===== config.mk =====
export PLATFORM = sky130hd
export DESIGN_NAME = instruction_loader
export DESIGN_NICKNAME = d
export VERILOG_FILES = /design/src/rtl/riscv_pkg.sv /design/src/rtl/byte_word_assembler.sv /design/src/rtl/instruction_loader.sv
export SDC_FILE = /design/constraint.sdc
export NUM_CORES = 1
export LEC_CHECK = 0
export BUFFER_PORTS_ARGS = -buffer_cell sky130_fd_sc_hd__buf_2
export CORE_AREA = 2 2 95 97
export DETAILED_ROUTE_END_ITERATION = 12
export DIE_AREA = 0 0 97 99
export PLACE_DENSITY_LB_ADDON = 0.1
export SYNTH_ARGS = -nofsm -noshare
export SYNTH_HDL_FRONTEND = slang
export SYNTH_SLANG_ARGS = --single-unit

===== constraint.sdc =====
create_clock -name clk_i -period 2 [get_ports clk_i]
set_input_delay 0.5 -clock clk_i [delete_from_list [all_inputs] [get_ports clk_i]]
set_output_delay 0.5 -clock clk_i [all_outputs]
set_load 0.1 [all_outputs]

===== src/rtl/riscv_pkg.sv =====
// Shared definitions for the boot-time instruction loader: FSM state encoding,
// default frame marker and word size.
package riscv_pkg;

    typedef enum logic [2:0] {
        ST_IDLE   = 3'd0,
        ST_LEN_LO = 3'd1,
        ST_LEN_HI = 3'd2,
        ST_DATA   = 3'd3,
        ST_CHK    = 3'd4,
        ST_DONE   = 3'd5,
        ST_ERROR  = 3'd6
    } loader_state_e;

    localparam logic [7:0]  SYNC_BYTE_DEFAULT = 8'hA5;
    localparam int unsigned WORD_BYTES        = 4;

endpackage


===== src/rtl/byte_word_assembler.sv =====
// Little-endian byte-to-word shift register; word_valid_o pulses the cycle
// after the fourth byte of a word has been taken.
module byte_word_assembler
    import riscv_pkg::*;
(
    input  logic        clk_i,
    input  logic        reset_i,
    input  logic        clear_i,
    input  logic        byte_valid_i,
    input  logic [7:0]  byte_i,
    output logic [31:0] word_o,
    output logic        word_valid_o
);

    logic [1:0]  cnt_q, cnt_d;
    logic [31:0] word_q, word_d;
    logic        valid_q, valid_d;

    always_comb begin
        cnt_d   = cnt_q;
        word_d  = word_q;
        valid_d = 1'b0;
        if (clear_i) begin
            cnt_d  = '0;
            word_d = '0;
        end else if (byte_valid_i) begin
            // Shifting in from the top lands the first byte in [7:0] after four bytes.
            word_d  = {byte_i, word_q[31:8]};
            cnt_d   = cnt_q + 2'd1;
            valid_d = (cnt_q == 2'(WORD_BYTES - 1));
        end
    end

    always_ff @(posedge clk_i or negedge reset_i) begin
        if (!reset_i) begin
            cnt_q   <= '0;
            word_q  <= '0;
            valid_q <= 1'b0;
        end else begin
            cnt_q   <= cnt_d;
            word_q  <= word_d;
            valid_q <= valid_d;
        end
    end

    assign word_o       = word_q;
    assign word_valid_o = valid_q;

endmodule


===== src/rtl/instruction_loader.sv =====
// Boot loader: parses A5/len_lo/len_hi/data frames from the UART, writes words to
// instruction memory and releases the core. INSTRUCTION_LOADER_CHECKSUM_EN adds an XOR check byte.
module instruction_loader
    import riscv_pkg::*;
#(
    parameter int unsigned ADDR_WIDTH = 10,
    parameter logic [7:0]  SYNC_BYTE  = SYNC_BYTE_DEFAULT,
    parameter logic [31:0] IMEM_BASE  = 32'h0000_0000
) (
    input  logic        clk_i,
    input  logic        reset_i,
    input  logic [7:0]  rx_data_i,
    input  logic        rx_valid_i,
    output logic        imem_we_o,
    output logic [31:0] imem_addr_o,
    output logic [31:0] imem_data_o,
    output logic        core_reset_o,
    output logic        busy_o,
    output logic        error_o
);

    localparam int unsigned IDX_W     = ADDR_WIDTH + 1;
    localparam logic [31:0] MAX_WORDS = 32'd1 << ADDR_WIDTH;

    loader_state_e    state_q, state_d;
    logic [15:0]      length_q, length_d;
    logic [IDX_W-1:0] word_idx_q, word_idx_d;

    logic        sync_hit;
    logic        asm_byte_valid;
    logic [31:0] asm_word;
    logic        asm_word_valid;
    logic [15:0] length_new;

    assign sync_hit       = (state_q == ST_IDLE) && rx_valid_i && (rx_data_i == SYNC_BYTE);
    assign asm_byte_valid = (state_q == ST_DATA) && rx_valid_i;
    assign length_new     = {rx_data_i, length_q[7:0]};

    byte_word_assembler u_asm (
        .clk_i        (clk_i),
        .reset_i      (reset_i),
        .clear_i      (sync_hit),
        .byte_valid_i (asm_byte_valid),
        .byte_i       (rx_data_i),
        .word_o       (asm_word),
        .word_valid_o (asm_word_valid)
    );

`ifdef INSTRUCTION_LOADER_CHECKSUM_EN
    localparam loader_state_e ST_AFTER_DATA = ST_CHK;

    logic [7:0] chk_q, chk_d;

    always_comb begin
        chk_d = chk_q;
        if (sync_hit) begin
            chk_d = '0;
        end else if (asm_byte_valid) begin
            chk_d = chk_q ^ rx_data_i;
        end
    end

    always_ff @(posedge clk_i or negedge reset_i) begin
        if (!reset_i) begin
            chk_q <= '0;
        end else begin
            chk_q <= chk_d;
        end
    end
`else
    localparam loader_state_e ST_AFTER_DATA = ST_DONE;
`endif

    always_comb begin
        state_d    = state_q;
        length_d   = length_q;
        word_idx_d = word_idx_q;
        unique case (state_q)
            ST_IDLE: begin
                if (sync_hit) begin
                    state_d    = ST_LEN_LO;
                    length_d   = '0;
                    word_idx_d = '0;
                end
            end
            ST_LEN_LO: begin
                if (rx_valid_i) begin
                    length_d[7:0] = rx_data_i;
                    state_d       = ST_LEN_HI;
                end
            end
            ST_LEN_HI: begin
                if (rx_valid_i) begin
                    length_d[15:8] = rx_data_i;
                    if (length_new == 16'd0) begin
                        state_d = ST_AFTER_DATA;
                    end else if (32'(length_new) > MAX_WORDS) begin
                        state_d = ST_ERROR;
                    end else begin
                        state_d = ST_DATA;
                    end
                end
            end
            ST_DATA: begin
                // The write pulse marks a completed word; advance the index as it retires.
                if (asm_word_valid) begin
                    word_idx_d = word_idx_q + IDX_W'(1);
                    if (32'(word_idx_q) + 32'd1 == 32'(length_q)) begin
                        state_d = ST_AFTER_DATA;
                    end
                end
            end
            ST_CHK: begin
`ifdef INSTRUCTION_LOADER_CHECKSUM_EN
                if (rx_valid_i) begin
                    state_d = (rx_data_i == chk_q) ? ST_DONE : ST_ERROR;
                end
`else
                state_d = ST_ERROR;
`endif
            end
            ST_DONE:  state_d = ST_DONE;
            ST_ERROR: state_d = ST_ERROR;
            default:  state_d = ST_ERROR;
        endcase
    end

    always_ff @(posedge clk_i or negedge reset_i) begin
        if (!reset_i) begin
            state_q    <= ST_IDLE;
            length_q   <= '0;
            word_idx_q <= '0;
        end else begin
            state_q    <= state_d;
            length_q   <= length_d;
            word_idx_q <= word_idx_d;
        end
    end

    assign imem_we_o    = asm_word_valid;
    assign imem_data_o  = asm_word;
    assign imem_addr_o  = IMEM_BASE + (32'(word_idx_q) << 2);
    assign core_reset_o = (state_q == ST_DONE);
    assign error_o      = (state_q == ST_ERROR);
    assign busy_o       = (state_q == ST_LEN_LO) || (state_q == ST_LEN_HI) ||
                          (state_q == ST_DATA)   || (state_q == ST_CHK);

endmodule


# Yosys cells after proc, flatten, opt, wreduce, memory -nomap -nowiden
# Index checks and enable logic that the tools add are counted.
word_totals:
  register_bits: 65
  output_inout_bits: 68
op_classes:
  n_addsub: 3
  magnitude_cmp: 1
  n_eq_ne: 14
  mux: 21
  reduce_logical: 16
ops:
  columns: ["op", "n"]
  rows:
  - ["2-to-1 mux 32 bit", 2]
  - ["one-hot mux 8 bit (2 select lines)", 2]
  - ["2-to-1 mux 11 bit", 2]
  - ["one-hot mux 11 bit (2 select lines)", 1]
  - ["2-to-1 mux 3 bit", 7]
  - ["== test 12 x 16 -> 1 bit", 1]
  - ["> comparator 16 x 11 -> 1 bit, second input constant", 1]
  - ["logical NOT 16 bit", 1]
  - ["2-to-1 mux 16 bit", 1]
  - ["one-hot mux 3 bit (5 select lines)", 1]
  - ["adder 11 x 1 -> 12 bit, second input constant", 1]
  - ["adder 11 x 1 -> 11 bit, second input constant", 1]
  - ["== test 3 bit, second input constant", 3]
  - ["AND reduction 3 bit", 3]
  - ["== test 8 bit, second input constant", 1]
  - ["2-to-1 mux 8 bit", 1]
  - ["!= test 2 bit, second input constant", 4]
  - ["nonzero test 2 bit", 4]
  - ["== test 3 x 2 -> 1 bit, second input constant", 2]
  - ["AND reduction 5 bit", 1]
  - ["2-to-1 mux 2 bit", 2]
  - ["== test 3 x 1 -> 1 bit, second input constant", 1]
  - ["logical AND 1 bit", 3]
  - ["logical NOT 3 bit", 1]
  - ["5 further kinds", 8]

# Longest topological paths before layout
depth:
  ltp_word: 5
  ltp_mapped: 9
  ltp_nobuf: 7

# Hierarchy
# From an unflattened synthesis, not the netlist that was laid out.
hier_totals:
  hier_cells: 374
  hier_area_um2: 3583.4
modules_own_cells:
  columns: ["module", "n_inst", "cells_each", "area_per_inst_um2", "seq_area_each_um2"]
  rows:
  - ["instruction_loader", 1, 260, 2127.0, 750.7]
  - ["byte_word_assembler", 1, 114, 1456.4, 875.8]

# Least setup slack after synthesis
# OpenSTA, ideal clock, no wires.
synth_timing:
  path_type: "reg2reg"
  from: "reg word_idx_q[0]"
  to: "reg state_q[1]"
  setup_ns: 0.124
  arrival_time_ns: 2.720
  t_required_ns: 1.876
  setup_slack_ns: -0.844
  path_stages_with_launch: 8
  synth_period_minus_slack_ns: 2.844
  cell_sequence: "dfrtp_1 -> ha_1 -> nand3_4 -> nor2_4 -> nand3_2 -> or3_1 -> a311o_1 -> o31a_1"
synth_via:
  elab_chain_len: 4
synth_rtl:
  columns: ["item", "line_no", "text"]
  rows:
  - ["start, declared", "instruction_loader.sv:27", "logic [IDX_W-1:0] word_idx_q, word_idx_d;"]
  - ["start signal, assigned", "instruction_loader.sv:136", "word_idx_q <= word_idx_d;"]
  - ["adder 11 x 1 -> 12 bit", "instruction_loader.sv:108", "if (32'(word_idx_q) + 32'd1 == 32'(length_q)) begin"]
  - ["== test 12 x 16 -> 1 bit", "instruction_loader.sv:108", null]
  - ["!= test 2 bit (no source line)", null, null]
  - ["AND reduction 5 bit (no source line)", null, null]
  - ["end signal, assigned", "instruction_loader.sv:134", "state_q <= state_d;"]
  - ["end, declared", "instruction_loader.sv:25", "loader_state_e state_q, state_d;"]
# Every way passes these cells.
# A chain may end at the register's enable or synchronous reset.

# Worst setup path in the final report
# Ends and elaborated chain as after synthesis.

==> impl.org <==
** Outcome
- Result of the run :: complete, but fails checks
- The final reports fail on negative setup slack.

** Logic synthesis
- Warnings from Yosys :: 0
- Synth top area share :: 48.5%
- Sorting the synthesized cells by area gives the leading types as sky130_fd_sc_hd__dfrtp_1, sky130_fd_sc_hd__nand2_1, sky130_fd_sc_hd__a21oi_1.
- The cell area that synthesis handed to floorplanning was 3350 um^2.
- Dividing the synthesized area by the synthesized cell count gives 8.96 um^2.
- Number of unique standard cell types used by synthesis :: 49
- Sequential area share after synthesis :: 48.5%
- Cells after synthesis :: 374
- Synth area leader :: sky130_fd_sc_hd__dfrtp_1
- Number of storage elements in the synthesis netlist :: 65

** Power
- Worst ir drop on vdd :: 0.375 mV
- The clock network burns 44.3% of the power.
- Net switching power :: 0.000760 W
- Combinational group share of total power :: 8.9%
- Cell-internal power :: 0.00205 W
- Register share of total power :: 46.8%
- Total power per unit cell area :: 652 nW/um^2
- Post-route total power :: 0.00281 W
- Leakage dissipation :: 1.99 nW
- Of the total power, the share spent switching nets is 27.1%.

** GRT
- Wire length of the first global-routing pass :: 14.3 mm
- Entering global routing, the biggest net connects 66 pins.
- For this run, the total global-route usage over all layers was measured as 18.6%.
- The initial antenna violation count came to 0.
- Global routing used 28.2% of the available met1 tracks.
- met1 is the most crowded layer.
- GR Util met2 :: 26.4%
- Remaining Overflow, GRT :: 0
- The number of global-route vias before repair is 2714.
- Met3 track utilization from global routing :: 3.76%

** Layout
- Synth-to-layout area growth :: 28.4%
- The library cell used most frequently in the layout, excluding fill and tap cells, is sky130_fd_sc_hd__nand2_1.
- Commonest cells after routing, fill and taps aside :: sky130_fd_sc_hd__nand2_1, sky130_fd_sc_hd__dfrtp_1, sky130_fd_sc_hd__buf_2, sky130_fd_sc_hd__buf_4, sky130_fd_sc_hd__a21oi_1
- Cells with a size suffix above 1 make up 30.8% of the layout.
- Number of cells in the finished layout apart from fillers :: 575
- Post-layout nets :: 475
- 0 antenna diodes ended up in the layout.
- For this run, the share of the core covered by cells in the final layout is 50.3%.

** Clock tree
- The H-tree generated during clock tree synthesis spans 3 levels.
- Hold repair after CTS inserted 0 buffers.
- Cell at the root of the clock tree :: sky130_fd_sc_hd__clkbuf_8
- TritonCTS built the clock tree.
- Clock-pin slew was measured on the worst setup and hold paths at 0.07 ns.
- Number of buffers added by the clock tree synthesis step :: 9
- Source-to-sink clock delay at the later pin of the worst-skew pair :: 0.34 ns
- The clock passes through at most 2 buffers.
- CTS sink count :: 65

** Setup path
- Class of the most critical setup path :: flip-flop to flip-flop
- Data on the critical path arrives at its endpoint at 2.27 ns.
- Together, buffers and inverters on the worst path number 0.
- Slowest cell delay on critical path :: 0.45 ns
- Required time reported for the critical path endpoint :: 2.23 ns
- CP Capture Type :: flip-flop
- The worst setup path is launched from a flip-flop.
- Traced cell by cell, the critical path runs through ha_4, nand3_4, nor2_4, nand3_2, or3_1, a311o_1, o31a_1.
- Critical-path top delay cell :: sky130_fd_sc_hd__dfrtp_4
- Cell type group with the largest total delay on the critical path :: compound AO/OA/AOI/OAI gates
- Along the worst path, the maximum fanout reaches 6.

** Route
- Detailed-router iteration count before antenna repair :: 4
- Number of violations reported at the end of detailed-routing iteration 0 :: 191
- After detailed routing, the number of remaining DRC violations is 0.
- Via-per-instance ratio :: 5.14
- Dividing the detail-routed wire length by the instance count gives 15.2 um.
- Wires add up to 8.76 mm.
- Via count :: 2953
- The count of nets left with antenna violations once routing finished came out at 0.

** Timing
- Between clock sinks in the finished design, the worst skew comes to 0.00653 ns.
- Derived from the worst setup path, the maximum achievable clock frequency is 0.490 GHz.
- Worst-case setup margin in the final layout :: -0.0392 ns
- Max-slew violations :: 0
- The hold violation count in the final report came to 0.
- The routed design could run at a clock period as short as 2.04 ns.
- Final number of setup-violating endpoints :: 1
- Unrepaired setup endpoints after global routing :: yes
- Final cycle utilization of the critical path :: 102%
- Final setup TNS :: -0.0392 ns

** Floorplan
- Core footprint :: 8550 um^2
- Area enclosed by the die boundary :: 9600 um^2
- The floorplan step set the die height to 99 um.
- Once the floorplan was initialized, standard cells occupied 39.2% of the core.
- Number of top-level pins :: 79
- In this run the core area contains 34 standard-cell rows.
- From left edge to right edge, the die measures 97 um.

** Placed design
- Placer Congestion :: 0.783
- Summed over all nets, the half-perimeter wirelength after detailed placement is 6.09 mm.
- IO buf count :: 57
- Timing analysis after detailed placement gives a worst setup slack of -0.0660 ns.
- Counting tap cells, the placed design contains a total of 556 instances.

** Job
- Across the run, the number of max-cap violations was 0.

** Worst hold path
- The tightest min-delay check is of the input pin to asynchronous set/reset pin type.
## area by class of cell
type | instances | area [um^2]
Inverter | 2 | 7.51
Multi-Input combinational cell | 284 | 1620
Timing Repair Buffer | 100 | 666
Clock buffer | 10 | 128
Fill cell | 836 | 4250
Clock inverter | 6 | 92.6
Sequential cell | 65 | 1650
Tap cell | 108 | 135
## Yosys cell counts (all sizes together)
master / count
a31oi: 3
mux2i: 2
nand2: 87
inv: 2
nor4: 3
nand2b: 1
or2: 1
o31a: 1
nor2b: 4
nor3b: 2
nand3: 11
nor3: 3
xnor2: 8
a2111oi: 1
o221ai: 1
nand4: 4
a22o: 10
nand3b: 1
a31o: 1
o41ai: 3
a21oi: 39
and4b: 1
nor4b: 1
ha: 2
xor2: 8
clkbuf: 17
and3b: 1
o31ai: 3
and3: 5
o21ai: 27
mux2: 2
a311o: 1
nand4b: 1
nor2: 13
buf: 26
o21bai: 1
or3: 5
dfrtp: 65
o21a: 1
conb: 1
and2: 4
and4: 1
## power by group through the flow
stage	clock [W]	sequential, W	combinational, W
final	0.00124	0.00131	0.000250
after CTS	0.00128	0.00131	0.000252
after global routing	0.00133	0.00131	0.000261
after global placement	0	0.00134	0.000251
after floorplan	0	0.00134	0.000211
after detailed placement	0	0.00134	0.000252
## sequential cells by signal (all words and copies together), names as in the netlist
signal	cells
u_asm.word_o	32
length_q	16
word_idx_q	11
state_q	3
u_asm.cnt_q	2
u_asm.word_valid_o	1
## final timing paths
path | start | to | slack (ns) | cells after the start
setup / recovery | word_idx_q[0]$_DFFE_PN0P_ | state_q[1]$_DFFE_PN0P_ | -0.04 | 7
hold / removal | reset_i | length_q[8]$_DFFE_PN0P_ | 0.16 | 2
setup reg to reg | word_idx_q[0]$_DFFE_PN0P_ | state_q[1]$_DFFE_PN0P_ | -0.04 | 7
hold reg to reg | u_asm.word_o[1]$_DFFE_PN0P_ | u_asm.word_o[1]$_DFFE_PN0P_ | 0.52 | 2
max in group asynchronous | reset_i | word_idx_q[1]$_DFFE_PN0P_ | 1.51 | 2
min in group clk_i | rx_data_i[0] | u_asm.word_o[24]$_DFFE_PN0P_ | 0.48 | 3
## layer usage
layer | share of wire [%] | vias up
met5 | 0 | -
met3 | 4.0 | 7
met1 | 51 | 1433
met2 | 44 | 71
met4 | 1.1 | 0
li1 | - | 1442
## cells by family after synthesis
logic type | Yosys count | synth area share, %
compound gates | 92 | 16.4
xor+xnor | 16 | 4.18
other cells | 1 | 0.112
mux | 4 | 1.27
flops | 65 | 48.5
simple gates | 149 | 21.2
buf+inv | 45 | 7.54
fa+ha+maj | 2 | 0.746
## worst register-to-register path, stage by stage, from the launching register on
cell and delay (ns):
sky130_fd_sc_hd__dfrtp_4 0.45, sky130_fd_sc_hd__ha_4 0.18, sky130_fd_sc_hd__nand3_4 0.11, sky130_fd_sc_hd__nor2_4 0.14, sky130_fd_sc_hd__nand3_2 0.08, sky130_fd_sc_hd__or3_1 0.31, sky130_fd_sc_hd__a311o_1 0.35, sky130_fd_sc_hd__o31a_1 0.31
## repair_timing
| item | 4_1_cts | 5_1_grt |
|---|---|---|
| pin swaps | 1 | 2 |
| setup buffers | 1 | 2 |
| endpoints found under the setup margin | 4 | 11 |
| resized for setup | 5 | 5 |
## per-stage QoR
stage | area, um^2 | hold slack [ns]
final | 4300 | 0.164
after global routing | 4300 | 0.188
after global placement | 4020 | 0.508
after floorplan | 3480 | 0.204
after CTS | 4270 | 0.173
after detailed placement | 4020 | 0.515
No activity file was read; power rests on OpenSTA's default activity.
